### src/rtl/id_stage_pipe.sv
// MIPS instruction-decode stage: control decode, register file, sign extension,
// load-use hazard detection and ID/EX register. Optional macro: REGFILE_BYPASS_EN.
module id_stage_pipe #(
    parameter int unsigned DATA_W = 32,
    parameter int unsigned REG_AW = 5,
    parameter int unsigned PC_W   = 32
) (
    input  logic              clk,
    input  logic              rst,
    input  logic              if_valid,
    input  logic [PC_W-1:0]   if_pc,
    input  logic [31:0]       if_inst,
    input  logic              flush,
    input  logic              wb_we,
    input  logic [REG_AW-1:0] wb_addr,
    input  logic [DATA_W-1:0] wb_data,
    output logic              id_stall,
    output logic              ex_valid,
    output logic [PC_W-1:0]   ex_pc,
    output logic [DATA_W-1:0] ex_rd1,
    output logic [DATA_W-1:0] ex_rd2,
    output logic [DATA_W-1:0] ex_imm,
    output logic [REG_AW-1:0] ex_rs,
    output logic [REG_AW-1:0] ex_rt,
    output logic [REG_AW-1:0] ex_rd,
    output logic              ex_alusrc,
    output logic              ex_regdst,
    output logic              ex_branch,
    output logic              ex_memread,
    output logic              ex_memwrite,
    output logic              ex_regwrite,
    output logic              ex_memtoreg,
    output logic [1:0]        ex_aluop
);

    localparam int unsigned NREG = 2 ** REG_AW;

    localparam logic [5:0] OP_RTYPE = 6'h00;
    localparam logic [5:0] OP_LW    = 6'h23;
    localparam logic [5:0] OP_SW    = 6'h2B;
    localparam logic [5:0] OP_BEQ   = 6'h04;
    localparam logic [5:0] OP_ADDI  = 6'h08;

    typedef struct packed {
        logic       alusrc;
        logic       regdst;
        logic       branch;
        logic       memread;
        logic       memwrite;
        logic       regwrite;
        logic       memtoreg;
        logic [1:0] aluop;
    } ctrl_t;

    logic [5:0]        opcode_c;
    logic [REG_AW-1:0] rs_c;
    logic [REG_AW-1:0] rt_c;
    logic [REG_AW-1:0] rd_c;
    logic signed [15:0] imm16_c;
    logic [DATA_W-1:0] imm_c;
    logic [DATA_W-1:0] rd1_c;
    logic [DATA_W-1:0] rd2_c;
    logic              uses_rt_c;
    ctrl_t             ctrl_c;
    ctrl_t             ex_ctrl;
    logic [DATA_W-1:0] regs [NREG];

    assign opcode_c = if_inst[31:26];
    assign rs_c     = REG_AW'(if_inst[25:21]);
    assign rt_c     = REG_AW'(if_inst[20:16]);
    assign rd_c     = REG_AW'(if_inst[15:11]);
    assign imm16_c  = if_inst[15:0];
    assign imm_c    = DATA_W'(imm16_c);

    // Register file: $0 is never written and always reads as zero.
    always_ff @(posedge clk or negedge rst) begin
        if (!rst) begin
            for (int unsigned i = 0; i < NREG; i++) begin
                regs[i] <= '0;
            end
        end else if (wb_we && (wb_addr != '0)) begin
            regs[wb_addr] <= wb_data;
        end
    end

    always_comb begin
        rd1_c = (rs_c == '0) ? '0 : regs[rs_c];
        rd2_c = (rt_c == '0) ? '0 : regs[rt_c];
`ifdef REGFILE_BYPASS_EN
        if (wb_we && (wb_addr != '0) && (wb_addr == rs_c)) rd1_c = wb_data;
        if (wb_we && (wb_addr != '0) && (wb_addr == rt_c)) rd2_c = wb_data;
`endif
    end

    // Control decode by opcode; unknown opcodes decode to all-zero controls.
    always_comb begin
        ctrl_c    = '0;
        uses_rt_c = 1'b0;
        case (opcode_c)
            OP_RTYPE: begin
                ctrl_c.regdst   = 1'b1;
                ctrl_c.regwrite = 1'b1;
                ctrl_c.aluop    = 2'b10;
                uses_rt_c       = 1'b1;
            end
            OP_LW: begin
                ctrl_c.alusrc   = 1'b1;
                ctrl_c.memread  = 1'b1;
                ctrl_c.regwrite = 1'b1;
                ctrl_c.memtoreg = 1'b1;
            end
            OP_SW: begin
                ctrl_c.alusrc   = 1'b1;
                ctrl_c.memwrite = 1'b1;
                uses_rt_c       = 1'b1;
            end
            OP_BEQ: begin
                ctrl_c.branch = 1'b1;
                ctrl_c.aluop  = 2'b01;
                uses_rt_c     = 1'b1;
            end
            OP_ADDI: begin
                ctrl_c.alusrc   = 1'b1;
                ctrl_c.regwrite = 1'b1;
            end
            default: ;
        endcase
    end

    // Load-use: the load in EX targets a register this instruction reads.
    assign id_stall = if_valid & ex_valid & ex_ctrl.memread & (ex_rt != '0)
                    & ((ex_rt == rs_c) | ((ex_rt == rt_c) & uses_rt_c));

    // ID/EX register; flush and stall both insert a bubble.
    always_ff @(posedge clk or negedge rst) begin
        if (!rst) begin
            ex_valid <= 1'b0;
            ex_ctrl  <= '0;
            ex_pc    <= '0;
            ex_rd1   <= '0;
            ex_rd2   <= '0;
            ex_imm   <= '0;
            ex_rs    <= '0;
            ex_rt    <= '0;
            ex_rd    <= '0;
        end else begin
            ex_pc  <= if_pc;
            ex_rd1 <= rd1_c;
            ex_rd2 <= rd2_c;
            ex_imm <= imm_c;
            ex_rs  <= rs_c;
            ex_rt  <= rt_c;
            ex_rd  <= rd_c;
            if (flush || id_stall) begin
                ex_valid <= 1'b0;
                ex_ctrl  <= '0;
            end else begin
                ex_valid <= if_valid;
                ex_ctrl  <= if_valid ? ctrl_c : '0;
            end
        end
    end

    assign ex_alusrc   = ex_ctrl.alusrc;
    assign ex_regdst   = ex_ctrl.regdst;
    assign ex_branch   = ex_ctrl.branch;
    assign ex_memread  = ex_ctrl.memread;
    assign ex_memwrite = ex_ctrl.memwrite;
    assign ex_regwrite = ex_ctrl.regwrite;
    assign ex_memtoreg = ex_ctrl.memtoreg;
    assign ex_aluop    = ex_ctrl.aluop;

endmodule

### config.mk
export PLATFORM = sky130hd
export DESIGN_NAME = id_stage_pipe
export DESIGN_NICKNAME = d
export VERILOG_FILES = /design/src/rtl/id_stage_pipe.sv
export SDC_FILE = /design/constraint.sdc
export NUM_CORES = 2
export LEC_CHECK = 0
export CAP_MARGIN = 15
export CORE_AREA = 2 2 314 472
export CTS_BUF_LIST = sky130_fd_sc_hd__clkbuf_8 sky130_fd_sc_hd__clkbuf_16
export DETAILED_ROUTE_END_ITERATION = 6
export DIE_AREA = 0 0 316 474
export GPL_ROUTABILITY_DRIVEN = 0
export SYNTH_ARGS = -nofsm -noshare
export SYNTH_HDL_FRONTEND = slang
export SYNTH_SLANG_ARGS = --single-unit
### constraint.sdc
create_clock -name clk -period 2.7 [get_ports clk]
set_input_delay 0.54 -clock clk [delete_from_list [all_inputs] [get_ports clk]]
set_output_delay 0.54 -clock clk [all_outputs]
set_load 0.05 [all_outputs]
==> Word level (Yosys, flattened, before mapping) <==
Cells that the tools add are included.
{ "classes": {"n_lt_le_gt_ge": 4, "n_eq_ne": 6, "n_mux": 22, "bitwise_logic": 9, "reduce_logical": 11} }
{ "ops": {"columns": ["cell", "n"], "rows": [
  ["1024-bit bitwise mux", 1],
  ["32-bit binary-select mux with 5-bit select", 2],
  ["32-bit 2-to-1 mux", 7],
  ["32-bit demux with 5-bit select", 1],
  ["6-bit >= comparator, second input constant", 3],
  ["9-bit 2-to-1 mux", 2],
  ["5-bit inverter with 6-bit output", 3],
  ["6-bit equality test, second input constant", 2],
  ["5-bit equality test", 2],
  ["5-bit zero test", 2],
  ["5-bit nonzero test", 2],
  ["3-bit OR reduction", 3],
  ["1-bit 2-to-1 mux", 8],
  ["6-bit by 3-bit equality test with 1-bit output, second input constant", 1],
  ["6-bit by 4-bit equality test with 1-bit output, second input constant", 1],
  ["6-bit zero test", 1],
  ["6-bit by 1-bit less-than comparator with 1-bit output, second input constant", 1],
  ["1-bit bitwise AND", 5],
  ["2-bit one-hot mux with 2 select lines", 1],
  ["1-bit logical AND", 2],
  ["1-bit logical OR", 1],
  ["1-bit OR", 1]
]} }
{ "word_totals": {"ff_bits": 1161, "in_bits": 106, "output_inout_bits": 154, "word_cells": 100} }

==> Depth between registers and ports, before layout <==
{ "logic_depth": {"word_depth": 8, "ltp_mapped": 10, "ltp_nobuf": 5} }

==> Least setup slack after synthesis <==
Ideal clock, no wire load.
{ "synth_path": {"path_kind": "input-to-output", "from": "in if_inst[21]", "to": "out id_stall", "arrival_time_ps": 2132, "required_time_ps": 2160, "setup_slack_ps": 28, "stages": 6, "n_path_buf": 3, "path_cell_list": "buf_2 buf_2 buf_2 xnor2_1 nand3_1 a21oi_2"} }
{ "synth_between": {"elab_chain_len": 3} }
{ "synth_rtl": {"columns": ["item", "line_no", "text"], "rows": [
  ["start, declared", "12", "input logic [31:0] if_inst,"],
  ["5-bit equality test", "132", "& ((ex_rt == rs_c) | ((ex_rt == rt_c) & uses_rt_c));"],
  ["1-bit OR", "132", null],
  ["1-bit bitwise AND", "132", null],
  ["end, declared", "17", "output logic id_stall,"]
]} }
Every way passes these cells.

==> Worst setup path in the final report <==
{ "layout_path": {"from": "reg ex_rt[1]", "to": "out id_stall"} }
{ "layout_between": {"elab_chain_len": 4, "word_cells_on_any_way": 7, "cone_classes": "2 x eq/ne; 4 x bitwise; 1 x reduce/logical"} }
{ "layout_rtl": {"columns": ["item", "line_no", "text"], "rows": [
  ["start, declared", "24", "output logic [REG_AW-1:0] ex_rt,"],
  ["start signal, assigned", "152", "ex_rt <= rt_c;"],
  ["5-bit equality test", "132", null],
  ["1-bit bitwise AND", "132", null],
  ["1-bit OR", "132", null],
  ["1-bit bitwise AND (*)", "132", null]
]} }
Mark *: on every way between the ends. The rest lies on a longest branch, timed or not.

==> results_dict.tcl <==
set metrics [dict create \
    port_buffer_count 259 \
    endpoint_kind "output pin" \
    die-width_microns 316 \
    row_count 172 \
    cts_inserted_buffers 115 \
    drt.antenna.violating_nets 0 \
    grtUsageTotal 0.2544 \
    slew_headroom 0.4214 \
    dp_cells 5972 \
    period_minus_slack_ns 2.763 \
    worst_skew_pair.late_latency_ns 0.75 \
    drv.max_cap_violation_count 0 \
    dpl_worst_slack_ns -0.2144 \
    postSynth.asyncResetShare 1.000 \
    timing.final.max_slew_violations 0 \
    grt_max_degree 83 \
    start_util 0.3978 \
    critical_path_peak_fanout 4 \
    hpwlAfterDp_microns 127300 \
    power.density_mw_per_mm2 718.1 \
    drt-vias-per-instance 6.076 \
    floorplan.die.height_microns 474 \
    synth-xor-area-share 0.001511 \
    drt_wl_total_microns 189300 \
    number_of_antenna_violations_at_the_first_check_in_global_routing 7 \
    synth.area.top_cells "dfrtp_1 50%, mux2_2 21%, mux4_2 17%, mux2i_1 2.1%, clkbuf_1 1.4%" \
    hold_violations 0 \
    io-pin-count 260 \
    layout-drive-gt1-share 0.5188 \
    cts.reportedPaths.clkPinSlew_ns 0.06 \
    synth_ff_type "dfrtp_1" \
    yosys_warnings 0 \
    fin_nets 4288 \
    fin_worst_skew_ns 0.02750 \
    muxShareOfSynthArea 0.4116 \
    grt_pass1_vias 39880 \
    dr_total_vias 37620 \
    yosysSeqAreaShare 0.4987 \
    drt-initial-drc-count 3023 \
    synth_commonest_cells "1155 x dfrtp_1, 1092 x mux2_2, 433 x mux4_2" \
    drt_pre_antenna_iters 5 \
    first_pass_grt_wire_length_microns 278300 \
    ys_ff_latch 1155 \
    worstPathArrival_ns 2.22 \
    max_freq_mhz 362.0 \
    grt_setup_unrepaired "yes" \
    setup_viol 1 \
    synthMostInstantiatedCell "dfrtp_1" \
    cts_tree "done" \
    critPathRequiredTime_ns 2.16 \
    synth_edf_count 0 \
    combinational_family_with_the_most_area_after_synthesis "multiplexers" \
    core_region_area_sq_mm 0.1457 \
    adder_and_majority_gate_portion_of_the_synthesized_area 0 \
    fill_cells 12560 \
    final.hold.worst_slack_ns 0.05342 \
    vdd_drop_max_mv 0.5282 \
    yosysTopAreaCellShare 0.4987 \
    h-tree-depth 3 \
    run_status "finished with violations" \
    cts.sink_count 1155 \
    synth.largest_area_cell "dfrtp_1" \
    post-route-worst-setup-slack_ns -0.06275 \
    syn_to_final_growth_pct 20.90 \
    die-area_sq_mm 0.1498 \
    clock_tree.root_cell "clkbuf_16" \
    syn-num-nets 3922 \
    drt_drc_violations_left 0 \
    grt_overflow_total 0 \
    violations "negative setup slack" \
    clk_path_buf_depth 3 \
    timing_worst_slew_pin_value_ns 0.8661 \
    static-leakage-power_nw 30.35 \
    worst_hold_path_type "in2reg" \
    crit_path_category "reg2out" \
    synth-simple-area-share 0.01727 \
    finalPower_mw 50.32 \
    layoutNonFillerInstCount 6191 \
    final.period_utilization 1.023 \
    synthCells 3816 \
    synth-compound-area-share 0.03534 \
    synthesis.area_per_instance_sq_um 15.19 \
    wire_per_inst_microns 30.58 \
    worst_setup_path_start_kind "flop" \
    mappedNetlistArea_sq_mm 0.05796 \
    post_synth_num_cell_types 44 \
]
-- registers in the layout, indices dropped and copies added (netlist names) --
signal,cells
regs,1024
ex_pc,32
ex_rd1,32
ex_rd2,32
ex_imm,16
ex_rs,5
ex_rt,5
ex_aluop,2
ex_alusrc,1
ex_branch,1
ex_memread,1
ex_memwrite,1
ex_regdst,1
ex_regwrite,1
ex_valid,1
-- layout make-up --
type	instances	area [sq um]	share of cell area
Timing Repair Buffer	694	7604	0.1085
Sequential cell	1155	28910	0.4125
Tap cell	1914	2395	0.03417
Multi-Input combinational cell	2215	27250	0.3889
Inverter	1	3.754	0.00005356
Clock buffer	143	3274	0.04673
Clock inverter	67	638.1	0.009106
Antenna cell	2	5.005	0.00007142
-- cells in the final DEF (no fill, tap or decap), types with 4 or more instances in the layout --
master           netlist  final
nor2b_4                0      5
nand3_1                8      4
a211oi_1              22     22
a21oi_1               75     75
a22oi_1               13     13
nor3_1                57     56
a221oi_1              56     56
mux2_2              1092   1092
dfrtp_2                0      4
o2111ai_1             20     19
xor2_1                 8      8
nor2b_1               20     15
mux2i_1              120    120
nor4_1                 7      5
clkbuf_16              0    116
nand2b_1              10      9
clkinv_4               0      5
buf_12                 3    140
mux2_1                54     54
inv_1                  1     14
nand2_1               65     51
buf_4                 35    295
bufinv_16              0     10
nand2_2                0     14
nor2_1                24     11
clkdlybuf4s50_1        0    225
dlygate4sd2_1          0     23
clkinv_2               0     28
clkinvlp_4             0      4
o221ai_1              13     13
o22ai_1               95     95
inv_6                  0      4
dfrtp_1             1155   1151
nor2_4                 0     13
mux4_2               433    433
buf_8                  2      5
clkbuf_8               0     27
-- kinds of logic after synthesis --
group | count (synthesis)
DFF | 1155
and+or+nand+nor | 207
buffers and inverters | 446
AOI/OAI and AO/OA | 299
muxes | 1699
xor gates and xnor gates | 10
-- per-layer routing --
layer,share of wire,GRT usage,vias up
met5,0.00021,0,-
met4,0.045,0.1097,6
met3,0.060,0.03977,418
met2,0.49,0.4230,1418
met1,0.40,0.3290,20410
li1,-,-,15370
-- critical path, cell delays in order (launching register included) --
cell and delay [ns]:
dfrtp_2 0.44, or4_4 0.56, o2111ai_4 0.26, a21oi_4 0.06, buf_12 0.15
-- through the flow --
step / area [sq um] / util / TNS (ns)
6_report: 70080 / 0.4810 / -0.06275
5_1_grt: 70070 / 0.4810 / -0.1413
4_1_cts: 70040 / 0.4807 / -0.1310
3_5_place_dp: 66070 / 0.4535 / -7.901
3_3_place_gp: 66070 / 0.4535 / -8.525
2_1_floorplan: 57960 / - / 0
-- final timing paths --
path                                        startpoint                     end  slack [ns]  cells past startpoint
worst min register to register  regs[1013]$_DFFE_PN0P_  regs[1013]$_DFFE_PN0P_        0.40                      0
min in group asynchronous                          rst     ex_imm[3]$_DFF_PN0_        0.32                      2
worst max-delay path                ex_rt[1]$_DFF_PN0_                id_stall       -0.06                      4
worst max register to register   regs[605]$_DFFE_PN0P_    ex_rd1[29]$_DFF_PN0_        0.62                      5
worst min-delay path                       if_inst[22]      ex_rs[1]$_DFF_PN0_        0.05                      1
max in group asynchronous                          rst      ex_rt[3]$_DFF_PN0_        1.41                      3
-- repair_timing --
action / 4_1_cts / 5_1_grt
resized for setup: 29 / 6
setup buffers: 3 / 1
hold buffers: 3 / 0
pin swaps: 2 / 4
cloned: 0 / 0
endpoints found under the hold margin: 53 / 0
endpoints found under the setup margin: 25 / 2
-- where the power goes --
part           internal, mW  switching, mW  leakage [nW]
combinational          6.25           4.51          13.6
sequential             20.4           2.38          14.7
clock                  9.52           7.24          2.00
total                  36.2           14.1          30.4
(Power assumes the default switching activity.)
